$ cat config.mk
export PLATFORM = sky130hd
export DESIGN_NAME = i2s_dsp_rx_deser
export DESIGN_NICKNAME = d
export VERILOG_FILES = /design/src/rtl/i2s_dsp_rx_deser.sv
export SDC_FILE = /design/constraint.sdc
export NUM_CORES = 1
export LEC_CHECK = 0
export BUFFER_PORTS_ARGS = -buffer_cell sky130_fd_sc_hd__buf_2
export CORE_MARGIN = 2
export CORE_UTILIZATION = 55
export DETAILED_ROUTE_END_ITERATION = 10
export PLACE_DENSITY = 0.81
export SYNTH_ARGS = -nofsm -noshare
export SYNTH_HDL_FRONTEND = slang
export SYNTH_SLANG_ARGS = --single-unit
$ cat constraint.sdc
create_clock -name sck_i -period 3.2 [get_ports sck_i]
set_input_delay 0.64 -clock sck_i [delete_from_list [all_inputs] [get_ports sck_i]]
set_output_delay 0.64 -clock sck_i [all_outputs]
set_load 0.02 [all_outputs]
$ cat src/rtl/i2s_dsp_rx_deser.sv
// rtl/i2s_dsp_rx_deser.sv - DSP-mode serial word receiver with overflow and frame-sync error flags
// Optional feature macro: I2S_DSP_RX_WORD_IDX_EN adds word_idx_o (slot index of the word held in data_o).
module i2s_dsp_rx_deser #(
    parameter int DATA_WIDTH = 32
) (
    input  logic                  sck_i,
    input  logic                  rst_i,
    input  logic                  cfg_en_i,
    input  logic [4:0]            cfg_num_bits_i,
    input  logic [3:0]            cfg_num_words_i,
    input  logic                  cfg_ws_delay_i,
    input  logic                  cfg_lsb_first_i,
    input  logic                  cfg_clr_i,
    input  logic                  ws_i,
    input  logic                  sd_i,
    output logic [DATA_WIDTH-1:0] data_o,
    output logic                  data_valid_o,
    input  logic                  data_ready_i,
    output logic                  overflow_o,
`ifdef I2S_DSP_RX_WORD_IDX_EN
    output logic [3:0]            word_idx_o,
`endif
    output logic                  frame_err_o
);

    typedef enum logic [1:0] {
        IDLE    = 2'd0,
        WAIT_WS = 2'd1,
        ARM     = 2'd2,
        RECV    = 2'd3
    } state_t;

    state_t                state_q, state_d;
    logic [4:0]            bit_cnt_q, bit_cnt_d;
    logic [3:0]            word_cnt_q, word_cnt_d;
    logic [DATA_WIDTH-1:0] shift_q, shift_d;
    logic [DATA_WIDTH-1:0] data_q, data_d;
    logic                  valid_q, valid_d;
    logic                  overflow_q, overflow_d;
    logic                  frame_err_q, frame_err_d;
`ifdef I2S_DSP_RX_WORD_IDX_EN
    logic [3:0]            word_idx_q, word_idx_d;
`endif

    // Edge decode: whether this edge samples a bit, which bit/word it is, and sync errors
    logic                  sample;
    logic                  sync_err;
    logic [4:0]            idx;
    logic [3:0]            widx;
    logic                  frame_end_edge;
    logic                  b2b_sync;
    logic                  complete;
    logic                  last_word;
    logic [DATA_WIDTH-1:0] base;
    logic [DATA_WIDTH-1:0] word_next;

    // Register update for FSM state and datapath
    always_ff @(posedge sck_i) begin
        if (rst_i) begin
            state_q     <= IDLE;
            bit_cnt_q   <= '0;
            word_cnt_q  <= '0;
            shift_q     <= '0;
            data_q      <= '0;
            valid_q     <= 1'b0;
            overflow_q  <= 1'b0;
            frame_err_q <= 1'b0;
`ifdef I2S_DSP_RX_WORD_IDX_EN
            word_idx_q  <= '0;
`endif
        end else begin
            state_q     <= state_d;
            bit_cnt_q   <= bit_cnt_d;
            word_cnt_q  <= word_cnt_d;
            shift_q     <= shift_d;
            data_q      <= data_d;
            valid_q     <= valid_d;
            overflow_q  <= overflow_d;
            frame_err_q <= frame_err_d;
`ifdef I2S_DSP_RX_WORD_IDX_EN
            word_idx_q  <= word_idx_d;
`endif
        end
    end

    // Classify the current edge; a restart after a sync error behaves like a fresh sync from WAIT_WS
    always_comb begin
        sample         = 1'b0;
        sync_err       = 1'b0;
        idx            = bit_cnt_q;
        widx           = word_cnt_q;
        frame_end_edge = (bit_cnt_q == cfg_num_bits_i) && (word_cnt_q == cfg_num_words_i);
        b2b_sync       = ws_i && cfg_ws_delay_i && frame_end_edge;
        if (cfg_en_i) begin
            case (state_q)
                WAIT_WS: begin
                    if (ws_i && !cfg_ws_delay_i) begin
                        sample = 1'b1;
                        idx    = '0;
                        widx   = '0;
                    end
                end
                ARM: begin
                    if (ws_i) begin
                        sync_err = 1'b1;
                    end else begin
                        sample = 1'b1;
                        idx    = '0;
                        widx   = '0;
                    end
                end
                RECV: begin
                    if (ws_i && !b2b_sync) begin
                        sync_err = 1'b1;
                        if (!cfg_ws_delay_i) begin
                            sample = 1'b1;
                            idx    = '0;
                            widx   = '0;
                        end
                    end else begin
                        sample = 1'b1;
                    end
                end
                default: ;
            endcase
        end
        complete  = sample && (idx == cfg_num_bits_i);
        last_word = (widx == cfg_num_words_i);
    end

    // Next-state logic
    always_comb begin
        state_d = state_q;
        if (!cfg_en_i) begin
            state_d = IDLE;
        end else begin
            case (state_q)
                IDLE: state_d = WAIT_WS;
                WAIT_WS: begin
                    if (ws_i) begin
                        if (cfg_ws_delay_i)             state_d = ARM;
                        else if (complete && last_word) state_d = WAIT_WS;
                        else                            state_d = RECV;
                    end
                end
                ARM: begin
                    if (ws_i)                        state_d = ARM;
                    else if (complete && last_word)  state_d = WAIT_WS;
                    else                             state_d = RECV;
                end
                RECV: begin
                    if (sync_err && cfg_ws_delay_i)  state_d = ARM;
                    else if (complete && last_word)  state_d = b2b_sync ? ARM : WAIT_WS;
                    else                             state_d = RECV;
                end
                default: state_d = IDLE;
            endcase
        end
    end

    // Datapath and outputs: shift register, counters, output word handshake, sticky flags
    always_comb begin
        bit_cnt_d   = bit_cnt_q;
        word_cnt_d  = word_cnt_q;
        shift_d     = shift_q;
        data_d      = data_q;
        valid_d     = valid_q;
        overflow_d  = cfg_clr_i ? 1'b0 : overflow_q;
        frame_err_d = cfg_clr_i ? 1'b0 : frame_err_q;
`ifdef I2S_DSP_RX_WORD_IDX_EN
        word_idx_d  = word_idx_q;
`endif
        // bit 0 always starts from a clean word so discarded partials never leak in
        base      = (idx == 5'd0) ? '0 : shift_q;
        word_next = base;
        if (cfg_lsb_first_i) begin
            word_next[idx] = sd_i;
        end else begin
            word_next = {base[DATA_WIDTH-2:0], sd_i};
        end

        if (sample) begin
            shift_d = word_next;
            if (complete) begin
                bit_cnt_d  = '0;
                word_cnt_d = last_word ? 4'd0 : widx + 4'd1;
            end else begin
                bit_cnt_d  = idx + 5'd1;
                word_cnt_d = widx;
            end
        end else if (!cfg_en_i || sync_err) begin
            bit_cnt_d  = '0;
            word_cnt_d = '0;
        end

        if (sync_err) begin
            frame_err_d = 1'b1;
        end

        if (complete) begin
            if (valid_q && !data_ready_i) begin
                overflow_d = 1'b1;
            end else begin
                data_d  = word_next;
                valid_d = 1'b1;
`ifdef I2S_DSP_RX_WORD_IDX_EN
                word_idx_d = widx;
`endif
            end
        end else if (valid_q && data_ready_i) begin
            valid_d = 1'b0;
        end
    end

    assign data_o       = data_q;
    assign data_valid_o = valid_q;
    assign overflow_o   = overflow_q;
    assign frame_err_o  = frame_err_q;
`ifdef I2S_DSP_RX_WORD_IDX_EN
    assign word_idx_o   = word_idx_q;
`endif

endmodule

# Yosys cells after proc, flatten, opt, wreduce, memory -nomap -nowiden
# Index checks and enable logic that the tools add are counted.
# op_classes
n_addsub	2
order_cmp	2
eq_ne	9
muxes	50
bitwise_logic	2
reduce_logical	24
# op_table
op	count
32-bit two-way mux	2
5-bit two-way mux	8
4-bit two-way mux	9
32-bit bitwise mux	1
1-bit two-way mux	17
5-bit case mux with 3 select lines	1
2-bit two-way mux	7
4-bit case mux with 3 select lines	1
1-bit logical AND	11
5-bit equality test	2
4-bit equality test	2
2-bit case mux with 4 select lines	1
5-bit by 6-bit < comparator with 1-bit output, second input constant	1
2-bit nonzero test	3
5-bit by 1-bit adder with 5-bit output, second input constant	1
1-bit demux with 5-bit select	1
5-bit by 1-bit >= comparator with 1-bit output, second input constant	1
5-bit zero test	1
4-bit by 1-bit adder with 4-bit output, second input constant	1
2-bit equality test, second input constant	2
1-bit zero test	4
2-bit != test, second input constant	2
2-bit AND reduction	2
1-bit case mux with 3 select lines	1
6 further kinds	7
# totals
register_bits	78
output_inout_bits	35

# Depth between registers and ports, before layout
# logic_depth
word_depth	15
mapped_depth	12

# Worst setup path after synthesis
# OpenSTA, ideal clock, no wires.
# synth_path
path_type	input to register
startpoint	input ws_i
endpoint	register shift_q[10]
arrival_time_ps	2652
required_ps	3114
path_slack_ps	462
cell_stages	12
path_cell_list	buf_4 -> nand4bb_4 -> and2_1 -> buf_4 -> nand2_1 -> ha_1 -> clkbuf_1 -> and3_1 -> clkbuf_1 -> a22o_1 -> a31oi_1 -> a211oi_1
# synth_between
elab_chain_cells	13
elab_cells_between_ends	24
classes_between	order compare: 2; mux: 15; reduce/logical: 7
# synth_lines
item	line_no	rtl
start: declaration	14	input logic ws_i,
1-bit logical AND (2 in a row)	93	b2b_sync = ws_i && cfg_ws_delay_i && frame_end_edge;
1-bit zero test	113	if (ws_i && !b2b_sync) begin
1-bit logical AND	113	
5-bit two-way mux	113	
5-bit case mux with 3 select lines	95	case (state_q)
5-bit two-way mux	94	if (cfg_en_i) begin
5-bit by 6-bit < comparator with 1-bit output (not written as such) / 5-bit by 1-bit >= comparator with 1-bit output (equally long branches)	177	word_next[idx] = sd_i;
1-bit logical AND (not written as such)	177	
1-bit two-way mux (not written as such)	177	
1-bit demux with 5-bit select	177	
32-bit bitwise mux	177	
32-bit two-way mux	176	if (cfg_lsb_first_i) begin
end signal: assignment	75	shift_q <= shift_d;
end: declaration	36	logic [DATA_WIDTH-1:0] shift_q, shift_d;
# Parallel ways exist; a longest one is shown, timed or not.
# A chain may end at the register's enable or synchronous reset.

# Worst setup path in the final report
# layout_path
startpoint	register state_q[0]
endpoint	register shift_q[17]
# layout_between
elab_chain_cells	9
elab_cells_between_ends	16
classes_between	order compare: 2; eq/ne: 3; mux: 9; reduce/logical: 2
# layout_lines
item	line_no	rtl
start: declaration	33	state_t state_q, state_d;
start signal: assignment	72	state_q <= state_d;
2-bit equality test / 2-bit by 1-bit equality test with 1-bit output (equally long branches)	95	
5-bit case mux with 3 select lines	95	
5-bit two-way mux	94	
5-bit by 6-bit < comparator with 1-bit output (not written as such) / 5-bit by 1-bit >= comparator with 1-bit output (equally long branches)	177	
1-bit logical AND (not written as such)	177	
1-bit two-way mux (not written as such)	177	
1-bit demux with 5-bit select	177	
32-bit bitwise mux	177	
32-bit two-way mux	176	
# Parallel ways exist; a longest one is shown, timed or not.

==> impl_results.md <==
- Placement Setup Slack: -0.111 ns
- Final WL: 10,800 um
- Min Tclk post-route: 2.83 ns
- Yosys reg bits: 78
- Storage element area: 1560 um2
- Global-route wire length before repair: 18,000 um
- Final hold violations: 0
- Clk slew on worst S/H paths: 0.08 ns
- I/O Buffers: 52
- Synth area leaders: dfxtp_1 (37%), a211oi_2 (8.5%), nor2_1 (7.6%)
- Max Slew Vio Count: 0
- Multi-input logic area: 2470 um2
- RD Place Congestion: 0.904
- Synth Area in Simple Gates: 21.1%
- Largest family of logic cells by synthesized area: compound AO/OA/AOI/OAI gates
- Die W: 92.1 um
- GR Util All Layers: 26.0%
- P_leak: 1.69 nW
- Worst Setup SP: state_q[0]
- DRT antenna net count: 0
- Unrepaired setup endpoints after global routing: no
- Syn_nets: 539
- Top cell type's share of synthesized area: 36.5%
- FF-to-FF setup slack: 0.37 ns
- Vias: 4,071
- Number of H-tree levels: 3
- Post-synth top area cell: dfxtp_1
- Psw: 0.454 mW
- Effective utilization at floorplan: 56.2%
- CP max FO: 14
- Register area share after synthesis: 36.5%
- DR pass1 iterations: 6
- Worst EP required: 3.46 ns
- Setup-failing EPs final: 0
- Hold Path Origin: frame_err_o
- CTS tree: yes
- CTS Buf Count: 9
- WL met3: 582 um
- Relative slew slack: 43.2%
- Measured slew at the worst slew-check pin: 0.851 ns
- Synth top cells by count: nor2_1 (86), dfxtp_1 (78), nand2_1 (48), a211oi_1 (35)
- Share of layout cells above drive strength 1: 22.3%
- Switching share of total power: 22.5%
- Wire per inst: 16.5 um
- Core Area: 7610 um2
- Post-Syn Area: 4270 um2
- Worst Setup Slack, final: 0.367 ns
- Setup CP Type: reg -> reg
- CTS Root Cell: clkbuf_8
- # DRC: 0
- Reg-to-Reg Start: state_q[0]
- Clock Skew: 0.00764 ns
- Critical Path End Type: flip-flop
- Clk_lat worst skew: 0.35 ns
- Compound-Gate Fraction of Synth Area: 32.3%
- Part of the power in registers: 49.4%
- Post-detail-place hpwl: 7380 um
- Hold Crit Class: reg -> reg
- Fmax: 353 MHz
- Post-placement cell count: 641
- Status: finished, final reports clean
- Antenna violations before repair: 0
- CP arrival: 3.10 ns
- Gr ovfl total: 0
- Worst R2R End: shift_q[17]
- Routed vias/inst: 6.20
- Mapped Cells: 516
- Netlist cell types: 54
- Row Count: 32
- Hold slack: 0.472 ns
- Clk network pwr share: 44.7%
- Post-CTS Setup Bufs: 0
- Die ar.: 8490 um2
- Comb power frac: 5.9%
- Post-Synth Adder-Cell Area: 1.46%
- Setup crit end: shift_q[17]
- Die Ht: 92.1 um
- Average size of a mapped cell: 8.28 um2
- TritonCTS sink count: 78
- Vias in the first global route: 3,798
- WL met2: 5190 um
- Post-synth EDFFs: 0
- Final Cycle Share: 88.5%
- Startpoint types: flip-flop
- Count leader, synth: nor2_1
- Fillcell total: 650
- Layout net count: 573
- Non-filler cells, final: 657
- Synth async-reset ratio: 0%
- Top FF cell, synth: dfxtp_1
- Int Power: 1.56 mW
- Mux cell area share after synthesis: 0.469%
- Max cap viols: 0
- Worst VDD drop: 0.000334 V
- Max Root-Sink Buffers: 2
- IO Pins: 53
- Pin count of the biggest net entering global routing: 64
- Xor and xnor area share after synthesis: 2.25%
- DRT iter0 DRCs: 298
- Area Growth Syn to Fin: 13.2%
- Wire length on met1: 4780 um
- R2r worst-path depth: 10
- Diode count: 0
- Syn. warnings: 0
- Pwr dens: 417 nW/um2
- Top layer reached by signal wires: met4
## worst min-delay path by stage
stage | endpoint | depth (start not counted)
6_report | frame_err_o | 2
5_1_grt | frame_err_o | 2
4_1_cts | frame_err_o | 2
3_5_place_dp | frame_err_o | 2
3_3_place_gp | frame_err_o | 2
2_1_floorplan | shift_q[0] | 2
## registers in the layout, indices dropped and copies added (netlist names)
name	cells
word_cnt_q	4
shift_q	32
data_valid_o	1
data_o	32
bit_cnt_q	5
overflow_o	1
state_q	2
frame_err_o	1
## stage by stage
step | cell area, um2 | total power [mW] | utilization, % | TNS [ns]
floorplan | 4270 | 1.10 | - | 0
global placement | 4580 | 1.13 | 60.3 | -0.000308
detailed placement | 4580 | 1.14 | 60.3 | -1.64
CTS | 4830 | 2.02 | 63.5 | 0
global route | 4840 | 2.08 | 63.6 | 0
finish | 4840 | 2.02 | 63.6 | 0
## cells by family after synthesis
group                    count (synthesis)
AND/OR/NAND/NOR                        193
AO/OA/AOI/OAI                          175
adder cells (fa/ha/maj)                  5
multiplexers                             2
buffers and inverters                   52
flip-flops                              78
XOR/XNOR                                11
## power by group through the flow
| stage | sequential, mW | combinational [mW] | clock (mW) |
|---|---|---|---|
| 6_report | 0.996 | 0.118 | 0.901 |
| 5_1_grt | 0.998 | 0.131 | 0.955 |
| 4_1_cts | 0.996 | 0.117 | 0.912 |
| 3_5_place_dp | 1.02 | 0.116 | 0 |
| 3_3_place_gp | 1.02 | 0.112 | 0 |
| 2_1_floorplan | 1.01 | 0.0838 | 0 |
## per-layer routing
metal,global-route usage (%),up-vias
met5,0,-
met4,10.1,0
met3,5.59,29
met2,41.8,135
met1,34.1,1932
li1,-,1975
## final cells by class
class	instances	area share, %
inverters	8	0.621
clock buffers	10	2.84
multi-input cells	386	51.2
repair buffers	67	8.22
flip-flops and latches	78	32.3
clock inverters	6	2.25
well taps	102	2.64
## worst max-delay path, stage by stage, from the launching register on
cell	delay (ns)
dfxtp_1	0.53
nand4bb_4	0.21
and2_1	0.15
nand2_1	0.13
ha_1	0.29
buf_4	0.20
nand2_1	0.08
and2_1	0.49
buf_4	0.26
a31oi_1	0.14
a211oi_1	0.26
## placed cells by master (no fill, tap or decap), types with 13 or more instances in the layout
master / instances
a211oi_1: 35
a211oi_2: 29
dfxtp_1: 78
nand3_1: 14
buf_4: 13
buf_2: 52
o21ai_0: 29
nand2_1: 48
a31oi_1: 21
a21oi_1: 15
nor2_1: 86
## what timing repair did
item | CTS | global route
setup endpoints to repair | 0 | 39
endpoints found under the hold margin | 0 | 0
hold buffers | 0 | 0
resized for setup | 0 | 1
Power figures use the tool's default switching activity.
